`src/rtl/mips_multicycle_control.sv`:
```
`default_nettype none
// ============================================================================
// Module   : mips_multicycle_control
// Purpose  : Main control FSM for a multicycle MIPS datapath. It sequences
//            fetch, decode and execute steps for lw, sw, R-type, beq, addi
//            and j, and drives the datapath select, enable and write strobes.
// Ports    : clk, rst          - rising-edge clock, synchronous active-high reset
//            opcode, funct     - instruction fields taken from the IR
//            zero              - ALU zero flag, gates the PC write in BRANCH
//            alu_control       - ALU operation select
//            alu_src_a/b       - ALU operand muxes
//            pc_src, i_or_d    - PC source and memory address muxes
//            reg_dst, mem_to_reg - register-file write address / data muxes
//            ir_write, mem_write, reg_write, pc_en - write enables
//            state             - current FSM state (debug)
// Revision : 1.0 - initial release
// ============================================================================
module mips_multicycle_control (
    input  logic       clk,
    input  logic       rst,
    input  logic [5:0] opcode,
    input  logic [5:0] funct,
    input  logic       zero,
    output logic [2:0] alu_control,
    output logic       alu_src_a,
    output logic [1:0] alu_src_b,
    output logic [1:0] pc_src,
    output logic       i_or_d,
    output logic       reg_dst,
    output logic       mem_to_reg,
    output logic       ir_write,
    output logic       mem_write,
    output logic       reg_write,
    output logic       pc_en,
    output logic [3:0] state
);

    typedef enum logic [3:0] {
        FETCH  = 4'd0,
        DECODE = 4'd1,
        MEMADR = 4'd2,
        MEMRD  = 4'd3,
        MEMWB  = 4'd4,
        MEMWR  = 4'd5,
        EXEC   = 4'd6,
        ALUWB  = 4'd7,
        BRANCH = 4'd8,
        ADDIEX = 4'd9,
        ADDIWB = 4'd10,
        JUMP   = 4'd11
    } state_t;

    localparam logic [5:0] c_OP_RTYPE = 6'b000000;
    localparam logic [5:0] c_OP_LW    = 6'b100011;
    localparam logic [5:0] c_OP_SW    = 6'b101011;
    localparam logic [5:0] c_OP_BEQ   = 6'b000100;
    localparam logic [5:0] c_OP_ADDI  = 6'b001000;
    localparam logic [5:0] c_OP_J     = 6'b000010;

    localparam logic [5:0] c_FN_ADD   = 6'b100000;
    localparam logic [5:0] c_FN_SUB   = 6'b100010;
    localparam logic [5:0] c_FN_AND   = 6'b100100;
    localparam logic [5:0] c_FN_OR    = 6'b100101;
    localparam logic [5:0] c_FN_SLT   = 6'b101010;

    localparam logic [2:0] c_ALU_ADD  = 3'b010;
    localparam logic [2:0] c_ALU_SUB  = 3'b110;
    localparam logic [2:0] c_ALU_AND  = 3'b000;
    localparam logic [2:0] c_ALU_OR   = 3'b001;
    localparam logic [2:0] c_ALU_SLT  = 3'b111;

    state_t     r_state;
    state_t     w_next;
    logic [2:0] w_funct_alu;

    assign state = r_state;

    // ------------------------------------------------------------------
    // State register
    // ------------------------------------------------------------------
    always_ff @(posedge clk) begin
        if (rst) begin
            r_state <= FETCH;
        end else begin
            r_state <= w_next;
        end
    end

    // ------------------------------------------------------------------
    // Next-state logic. opcode only matters in DECODE and MEMADR.
    // ------------------------------------------------------------------
    always_comb begin
        w_next = FETCH;
        case (r_state)
            FETCH: w_next = DECODE;
            DECODE: begin
                case (opcode)
                    c_OP_LW, c_OP_SW: w_next = MEMADR;
                    c_OP_RTYPE:       w_next = EXEC;
                    c_OP_BEQ:         w_next = BRANCH;
                    c_OP_ADDI:        w_next = ADDIEX;
                    c_OP_J:           w_next = JUMP;
                    default:          w_next = FETCH;
                endcase
            end
            // Only lw and sw reach MEMADR; anything but sw is treated as a load.
            MEMADR:  w_next = (opcode == c_OP_SW) ? MEMWR : MEMRD;
            MEMRD:   w_next = MEMWB;
            EXEC:    w_next = ALUWB;
            ADDIEX:  w_next = ADDIWB;
            default: w_next = FETCH;
        endcase
    end

    // R-type function decode, only consulted in EXEC
    always_comb begin
        w_funct_alu = c_ALU_ADD;
        case (funct)
            c_FN_ADD: w_funct_alu = c_ALU_ADD;
            c_FN_SUB: w_funct_alu = c_ALU_SUB;
            c_FN_AND: w_funct_alu = c_ALU_AND;
            c_FN_OR:  w_funct_alu = c_ALU_OR;
            c_FN_SLT: w_funct_alu = c_ALU_SLT;
            default:  w_funct_alu = c_ALU_ADD;
        endcase
    end

    // ------------------------------------------------------------------
    // Output decode (Moore, except alu_control in EXEC and pc_en in BRANCH)
    // ------------------------------------------------------------------
    always_comb begin
        alu_control = c_ALU_ADD;
        alu_src_a   = 1'b0;
        alu_src_b   = 2'b00;
        pc_src      = 2'b00;
        i_or_d      = 1'b0;
        reg_dst     = 1'b0;
        mem_to_reg  = 1'b0;
        ir_write    = 1'b0;
        mem_write   = 1'b0;
        reg_write   = 1'b0;
        pc_en       = 1'b0;

        case (r_state)
            FETCH: begin
                alu_src_b = 2'b01;
                ir_write  = 1'b1;
                pc_en     = 1'b1;
            end
            DECODE: begin
                alu_src_b = 2'b11;
            end
            MEMADR, ADDIEX: begin
                alu_src_a = 1'b1;
                alu_src_b = 2'b10;
            end
            MEMRD: begin
                i_or_d = 1'b1;
            end
            MEMWB: begin
                mem_to_reg = 1'b1;
                reg_write  = 1'b1;
            end
            MEMWR: begin
                i_or_d    = 1'b1;
                mem_write = 1'b1;
            end
            EXEC: begin
                alu_src_a   = 1'b1;
                alu_control = w_funct_alu;
            end
            ALUWB: begin
                reg_dst   = 1'b1;
                reg_write = 1'b1;
            end
            ADDIWB: begin
                reg_write = 1'b1;
            end
            BRANCH: begin
                alu_src_a   = 1'b1;
                alu_control = c_ALU_SUB;
                pc_src      = 2'b01;
                pc_en       = zero;
            end
            JUMP: begin
                pc_src = 2'b10;
                pc_en  = 1'b1;
            end
            default: ;
        endcase

        // While reset is held, present the FETCH muxing with every write
        // strobe suppressed, whatever state the register still holds.
        if (rst) begin
            alu_control = c_ALU_ADD;
            alu_src_a   = 1'b0;
            alu_src_b   = 2'b01;
            pc_src      = 2'b00;
            i_or_d      = 1'b0;
            reg_dst     = 1'b0;
            mem_to_reg  = 1'b0;
            ir_write    = 1'b0;
            mem_write   = 1'b0;
            reg_write   = 1'b0;
            pc_en       = 1'b0;
        end
    end

endmodule
`default_nettype wire

```
`config.mk`:
```
export PLATFORM = sky130hd
export DESIGN_NAME = mips_multicycle_control
export DESIGN_NICKNAME = d
export VERILOG_FILES = /design/src/rtl/mips_multicycle_control.sv
export SDC_FILE = /design/constraint.sdc
export NUM_CORES = 1
export LEC_CHECK = 0
export ABC_AREA = 1
export CAP_MARGIN = 5
export CORE_MARGIN = 5
export CORE_UTILIZATION = 38
export CTS_CLUSTER_SIZE = 10
export DETAILED_ROUTE_END_ITERATION = 16
export GPL_TIMING_DRIVEN = 0
export PLACE_DENSITY = 0.83
export SYNTH_ARGS = -nofsm -noshare
export SYNTH_HDL_FRONTEND = slang
export SYNTH_SLANG_ARGS = --single-unit
```
`constraint.sdc`:
```
create_clock -name clk -period 2.7 [get_ports clk]
set_clock_uncertainty 0.2 [all_clocks]
set_input_delay 0.54 -clock clk [delete_from_list [all_inputs] [get_ports clk]]
set_output_delay 0.54 -clock clk [all_outputs]
set_load 0.005 [all_outputs]
```
; Word level (Yosys, flattened, before mapping)
; Cells that the tools add are included.
[totals]
out_inout_bits = 19
reg_bits = 4
wordCells = 55
[op_classes]
n_eq_ne = 20
muxes = 26
reduce_logical = 8
[op_table]
columns = op, count
row1 = "== test 6 bit, second input constant", 6
row2 = case mux 4 bit (6 select lines), 1
row3 = case mux 4 bit (5 select lines), 1
row4 = "== test 4 x 3 -> 1 bit, second input constant", 4
row5 = "== test 4 bit, second input constant", 4
row6 = 2-to-1 mux 1 bit, 15
row7 = case mux 3 bit (4 select lines), 1
row8 = "== test 4 x 2 -> 1 bit, second input constant", 2
row9 = OR reduction 2 bit, 4
row10 = "== test 6 x 2 -> 1 bit, second input constant", 1
row11 = "== test 6 x 3 -> 1 bit, second input constant", 1
row12 = "== test 6 x 4 -> 1 bit, second input constant", 1
row13 = zero test 6 bit, 1
row14 = 2-to-1 mux 3 bit, 2
row15 = case mux 2 bit (3 select lines), 1
row16 = case mux 3 bit (2 select lines), 1
row17 = "== test 4 x 1 -> 1 bit, second input constant", 1
row18 = zero test 4 bit, 1
row19 = 2-to-1 mux 2 bit, 2
row20 = case mux 2 bit (2 select lines), 1
row21 = OR reduction 4 bit, 1
row22 = OR reduction 3 bit, 1
row23 = case mux 1 bit (2 select lines), 1

; Logic depth before layout (Yosys ltp)
; Gate-level depths: netlist (run 1).
[depth]
depth_word = 4
mapped_depth = 8
depth_no_buf = 8

; Worst setup path after synthesis (run 1)
; Ideal clock, no wire load.
[synth_timing]
kind = input to output
start = in rst
end = out reg_write
path_stages = 6
n_path_buf = 1
arrival_ns = 1.186
slack_ns = 0.774
cell_sequence = buf_4 > inv_1 > nand2_1 > nor2_2 > a31oi_1 > o21ai_0
[synth_via]
elab_chain_cells = 1
[synth_lines]
columns = element, line_no
row1 = from (decl), 20  ; input logic rst,
row2 = 2-to-1 mux 1 bit, 194  ; if (rst) begin
row3 = to (decl), 33  ; output logic reg_write,
; Every way passes these cells.

; Final worst setup path (run 1)
[layout_timing]
start = reg r_state[2] (netlist: state[2])
end = out reg_write
[layout_via]
elab_chain_cells = 4
word_cells_on_any_way = 6
cone_classes = eq/ne: 3 / mux: 2 / reduce/logical: 1
[layout_lines]
columns = element, line_no
row1 = from (decl), 72  ; state_t r_state;
row2 = from (signal assigned), 85  ; r_state <= w_next;
row3 = == test 4 bit / == test 4 x 3 -> 1 bit (equally long branches), 144  ; case (r_state)
row4 = OR reduction 3 bit (no line) (*), n/a
row5 = 2-to-1 mux 1 bit (*), 144
row6 = 2-to-1 mux 1 bit (*), 194
; Mark *: on every way between the ends. The rest lies on a longest branch, timed or not.

==> flow_summary.json, run 1 <==
{
  "cp-endpoint": "reg_write",
  "cts_buffer_depth": 2,
  "synth_seq_cells": 4,
  "cts_resized": 3,
  "period_share_pct": 93.9,
  "max-vdd-ir-drop_mv": 0.290,
  "clk_pin_slew_ns": 0.04,
  "fin_crit_ns": 2.54,
  "pwr-share-clk_pct": 35.1,
  "synth_top_cell_by_area": "nor2_1",
  "route.detailed.wl_per_inst_um": 10.5,
  "htree_levels": 1,
  "final_nets": 158,
  "wl_um": 1640,
  "syn_avg_cell_area_um2": 5.04,
  "numCtsBuffers": 3,
  "synthArstFlopShare_pct": 0,
  "clock-root-buffer": "clkbuf_4",
  "fin_area_um2": 908,
  "setup_viol": 0,
  "netlist_area_um2": 534,
  "io_pins": 34,
  "grt_usage_pct": 17.8,
  "yosysWarnings": 0,
  "placed_area_um2": 873,
  "max_freq_ghz": 0.394,
  "clock_latency_ns": 0.23,
  "grt_start_max_net_pins": 11,
  "outcome": "finished, final reports clean",
  "synth_top_cell_area_share_pct": 17.6,
  "crit_fanout": 5,
  "viasPerCell": 4.84,
  "synth_seq_area_share_pct": 15.0,
  "synthTopCellsByArea": "nor2_1, dfxtp_1, inv_1",
  "powerDensity_mw_per_mm2": 226,
  "rrSetupSlack_ns": 1.34,
  "largest_reg_flops": 4,
  "r2r-start": "state[0]",
  "nFillCells": 132,
  "met2_wirelength_um": 822,
  "swShare_pct": 28.2,
  "met3WireLength_um": 56,
  "maxSlewHeadroom_pct": 78.6,
  "synthCells": 106,
  "setup_ws_ns": 0.163,
  "crit_arrival_ns": 1.80,
  "cts_setup_buffers": 0,
  "synth_commonest_cells": "nor2_1, inv_1, nand2_1",
  "syn_to_final_growth_pct": 70.0,
  "tritoncts": "yes",
  "first_global_vias": 703,
  "critPathLaunchType": "flip-flop",
  "dp_slack_ns": -0.0804,
  "diodes": 0,
  "hold_violations": 0,
  "synth_ff_type": "dfxtp_1",
  "die_width_um": 47.5,
  "drtAntennaViolNets": 0,
  "core_area_mm2": 0.00132,
  "grt_pass1_wl_um": 2830,
  "p_leak_nw": 0.455,
  "synth.most_common_cell": "nor2_1",
  "netlist-cell-type-count": 16,
  "cap_violations": 0,
  "slew_violations": 0,
  "place.port_buffers": 32,
  "vias": 755,
  "cp-end-kind": "primary output",
  "seq_power_share_pct": 31.5,
  "start_util_pct": 40.6,
  "rsz0062_at_grt": "true",
  "reg2reg_to": "state[2]",
  "multiInputGateArea_um2": 373,
  "num_rows": 13,
  "drt_iter0_drc": 11,
  "power.internal_uw": 148,
  "detail_route.first_pass.iterations": 4,
  "grt.overflow.total": 0,
  "syn_nets": 121,
  "antenna_found_initial": 0,
  "worstSetupPathType": "reg -> out",
  "drc": 0,
  "routed.top_layer": "met4",
  "ff2ff_path_depth": 6,
  "p_sw_uw": 57.9,
  "crit_required_ns": 1.96,
  "cts.sinks": 4,
  "layout-drive-gt1-share_pct": 12.1,
  "worstSetupStartpoint": "state[2]",
  "synth_enable_flop_cells": 0,
  "comb_power_share_pct": 33.4,
  "hold_buffers": 0,
  "post-dp-hpwl_um": 1440,
  "tightestPinTransition_ns": 0.321,
  "routedLengthMet1_um": 728,
  "ff_latch_area_um2": 81.3,
  "hold_path.class": "in -> reg",
  "dieArea_mm2": 0.00226,
  "die_h_um": 47.5,
  "finalWeightedCongestion": 0.883
}
routing by layer:
layer  track usage (%)  vias to the layer above
met5                 0                        -
met4              9.94                        0
met3              2.26                        4
met2              28.3                       16
met1              22.9                      327
li1                  -                      408
stage by stage:
step	cells	TNS [ns]	utilization (%)	power, mW	hold WS (ns)
2_1_floorplan	106	0	-	0.0942	0.432
3_3_place_gp	153	-0.0519	66.3	0.132	0.468
3_5_place_dp	153	-0.134	66.3	0.133	0.500
4_1_cts	156	0	68.5	0.211	0.341
5_1_grt	156	-0.0910	68.9	0.226	0.354
6_report	156	0	68.9	0.206	0.349
kinds of logic after synthesis:
kind of cell | Yosys count | share of synthesized area, %
and+or+nand+nor | 65 | 54.1
buffers and inverters | 23 | 17.1
AOI/OAI and AO/OA | 14 | 13.8
DFF | 4 | 15.0
worst max-delay path: stages (launching register included):
cell,delay [ns]
dfxtp_1,0.38
inv_1,0.09
nor2_1,0.20
nand2_2,0.12
nor2_2,0.11
a31oi_1,0.05
o21ai_0,0.09
clkdlybuf4s50_1,0.52
worst min-delay path by stage:
stage                   from  endpoint  slack (ns)  cells after the start
finish                   rst  state[1]        0.35                      2
global route             rst  state[3]        0.35                      2
CTS                      rst  state[0]        0.34                      2
detailed placement  state[0]  state[0]        0.50                      3
global placement    state[0]  state[0]        0.47                      3
floorplan           state[0]  state[0]        0.43                      3
cell type report:
type / instances / area share, %
Timing Repair Buffer: 32 / 35.4
Sequential cell: 4 / 8.95
Multi-Input combinational cell: 79 / 41.0
Tap cell: 15 / 2.07
Buffer: 1 / 0.826
Clock buffer: 3 / 2.48
Inverter: 22 / 9.23
cells in the final DEF (no fill, tap or decap), types with 2 or more instances in the layout:
master           instances
dfxtp_1                  3
a31oi_1                  2
inv_1                   19
clkdlybuf4s50_1         30
nor2_2                   4
nand2_2                  3
a21oi_1                  7
nand2_1                 17
nand4_1                  4
clkbuf_4                 3
inv_2                    2
nor2_1                  24
nand3_1                 11
o21ai_0                  4
power groups by stage:
| stage | combinational (mW) | clock [mW] | sequential (mW) |
|---|---|---|---|
| CTS | 0.0689 | 0.0772 | 0.0645 |
| finish | 0.0686 | 0.0722 | 0.0647 |
| global route | 0.0767 | 0.0840 | 0.0652 |
| floorplan | 0.0293 | 0 | 0.0649 |
| global placement | 0.0663 | 0 | 0.0652 |
| detailed placement | 0.0674 | 0 | 0.0653 |
No activity file was read; power rests on OpenSTA's default activity.
==> run 2: changes to the inputs <==
CORE_UTILIZATION = 35   (was 38)
PLACE_DENSITY = 0.78   (was 0.83)
clock period = 2.6 ns   (was 2.7 ns; I/O delays follow)
==> flow_summary.json, run 2 (synthesis gave the netlist of run 1 again) <==
{
  "cap_violations": 0,
  "tritoncts": "yes",
  "rsz0062_at_grt": "false",
  "detail_route.first_pass.iterations": 4,
  "tightestPinTransition_ns": 0.309,
  "nFillCells": 158,
  "cp-end-kind": "primary output",
  "utilization_pct": 62.1,
  "dieArea_mm2": 0.00241,
  "largest_reg_flops": 4,
  "clock_latency_ns": 0.23,
  "fin_setup_tns_ns": 0,
  "drtAntennaViolNets": 0,
  "crit_arrival_ns": 1.73,
  "grt_usage_pct": 13.9,
  "setup_viol": 0,
  "wl_um": 1730,
  "dp_slack_ns": -0.147,
  "powerDensity_mw_per_mm2": 237,
  "hold_ws_ns": 0.323,
  "max_stage_delay_ns": 0.50,
  "finalWeightedCongestion": 0.824,
  "hold_violations": 0,
  "viasPerCell": 4.91,
  "period_share_pct": 94.1,
  "num_rows": 14,
  "crit_fanout": 4,
  "numCtsBuffers": 3,
  "io_pins": 34,
  "slew_violations": 0,
  "layout-drive-gt1-share_pct": 14.9,
  "crit_family": "buffers and inverters",
  "place.port_buffers": 32,
  "hold_path.class": "in -> reg",
  "drt_iter0_drc": 14,
  "vias": 771,
  "layout_common_cells": "clkdlybuf4s50_1, nor2_1, inv_1, nand2_1, nand3_1",
  "drc": 0,
  "grt_pass1_wl_um": 2750,
  "syn_to_final_growth_pct": 71.0,
  "core_area_mm2": 0.00147,
  "die_h_um": 49.1,
  "clock-root-buffer": "clkbuf_4",
  "p_leak_nw": 0.441,
  "crit_required_ns": 1.88,
  "worstSetupPathType": "reg -> out",
  "first_global_vias": 661,
  "critPathLaunchType": "flip-flop",
  "cts.sinks": 4,
  "cts_buffer_depth": 2,
  "antenna_found_initial": 0,
  "outcome": "finished, final reports clean",
  "fin_area_um2": 913,
  "maxSlewHeadroom_pct": 79.3,
  "max_freq_ghz": 0.409,
  "clk_pin_slew_ns": 0.04,
  "setup_ws_ns": 0.153,
  "start_util_pct": 36.3,
  "crit_buf_inv": 2,
  "route.detailed.wl_per_inst_um": 11.0,
  "final_nets": 158,
  "placed_area_um2": 875,
  "grt_start_max_net_pins": 11,
  "die_width_um": 49.1,
  "fin_crit_ns": 2.45,
  "layout_commonest_cell": "clkdlybuf4s50_1",
  "crit_path_top_delay_cell": "clkdlybuf4s50_1",
  "diodes": 0,
  "worstPathCellList": "nor2_1, nand2_2, nand3_1, o21ai_0, inv_1, clkdlybuf4s50_1",
  "post-dp-hpwl_um": 1450,
  "htree_levels": 1,
  "grt.overflow.total": 0,
  "max-vdd-ir-drop_mv": 0.306
}
[run 2: metal layers]
| layer | track usage [%] | up-vias | part of all wire, % |
|---|---|---|---|
| li1 | - | 408 | - |
| met1 | 16.8 | 338 | 46 |
| met3 | 2.45 | 6 | 5.0 |
| met4 | 8.97 | 0 | 2.4 |
| met2 | 22.1 | 19 | 47 |
| met5 | 0 | - | 0 |
[run 2: worst paths after layout]
path	startpoint	to	slack, ns	cells after the start
min	rst	state[0]	0.32	2
min reg2reg	state[0]	state[0]	0.45	3
max reg2reg	state[2]	state[2]	1.26	7
max	state[2]	alu_src_a	0.15	6
[run 2: cell type report]
type	count	area [µm²]	area share [%]
inverters	22	83.8	9.18
repair buffers	32	318	34.8
clock buffers	3	22.5	2.47
well taps	16	20.0	2.19
multi-input cells	79	378	41.4
flip-flops and latches	4	83.8	9.18
plain buffers	1	7.51	0.822
[run 2: stage by stage]
stage               power (mW)  instances
global route             0.233        157
detailed placement       0.139        154
floorplan               0.0978        106
finish                   0.216        157
global placement         0.137        154
CTS                      0.219        157
[run 2: worst register-to-register path, stage by stage (launching register included)]
cell and delay, ns:
dfxtp_1 0.35, inv_1 0.12, nand2_1 0.10, nor2_1 0.21, nand4_1 0.12, nand3_1 0.08, nand2_1 0.07, inv_1 0.05
[run 2: power by group]
group / switching [mW] / internal, mW / total, mW
Sequential: 0.00365 / 0.0640 / 0.0676
Combinational: 0.0345 / 0.0383 / 0.0728
Clock: 0.0242 / 0.0516 / 0.0758
[run 2: what timing repair did]
| item | in CTS | in global routing |
|---|---|---|
| endpoints found under the setup margin | 2 | 6 |
| hold buffers | 0 | 0 |
| resized for setup | 4 | 6 |
| buffers inserted | 0 | 0 |
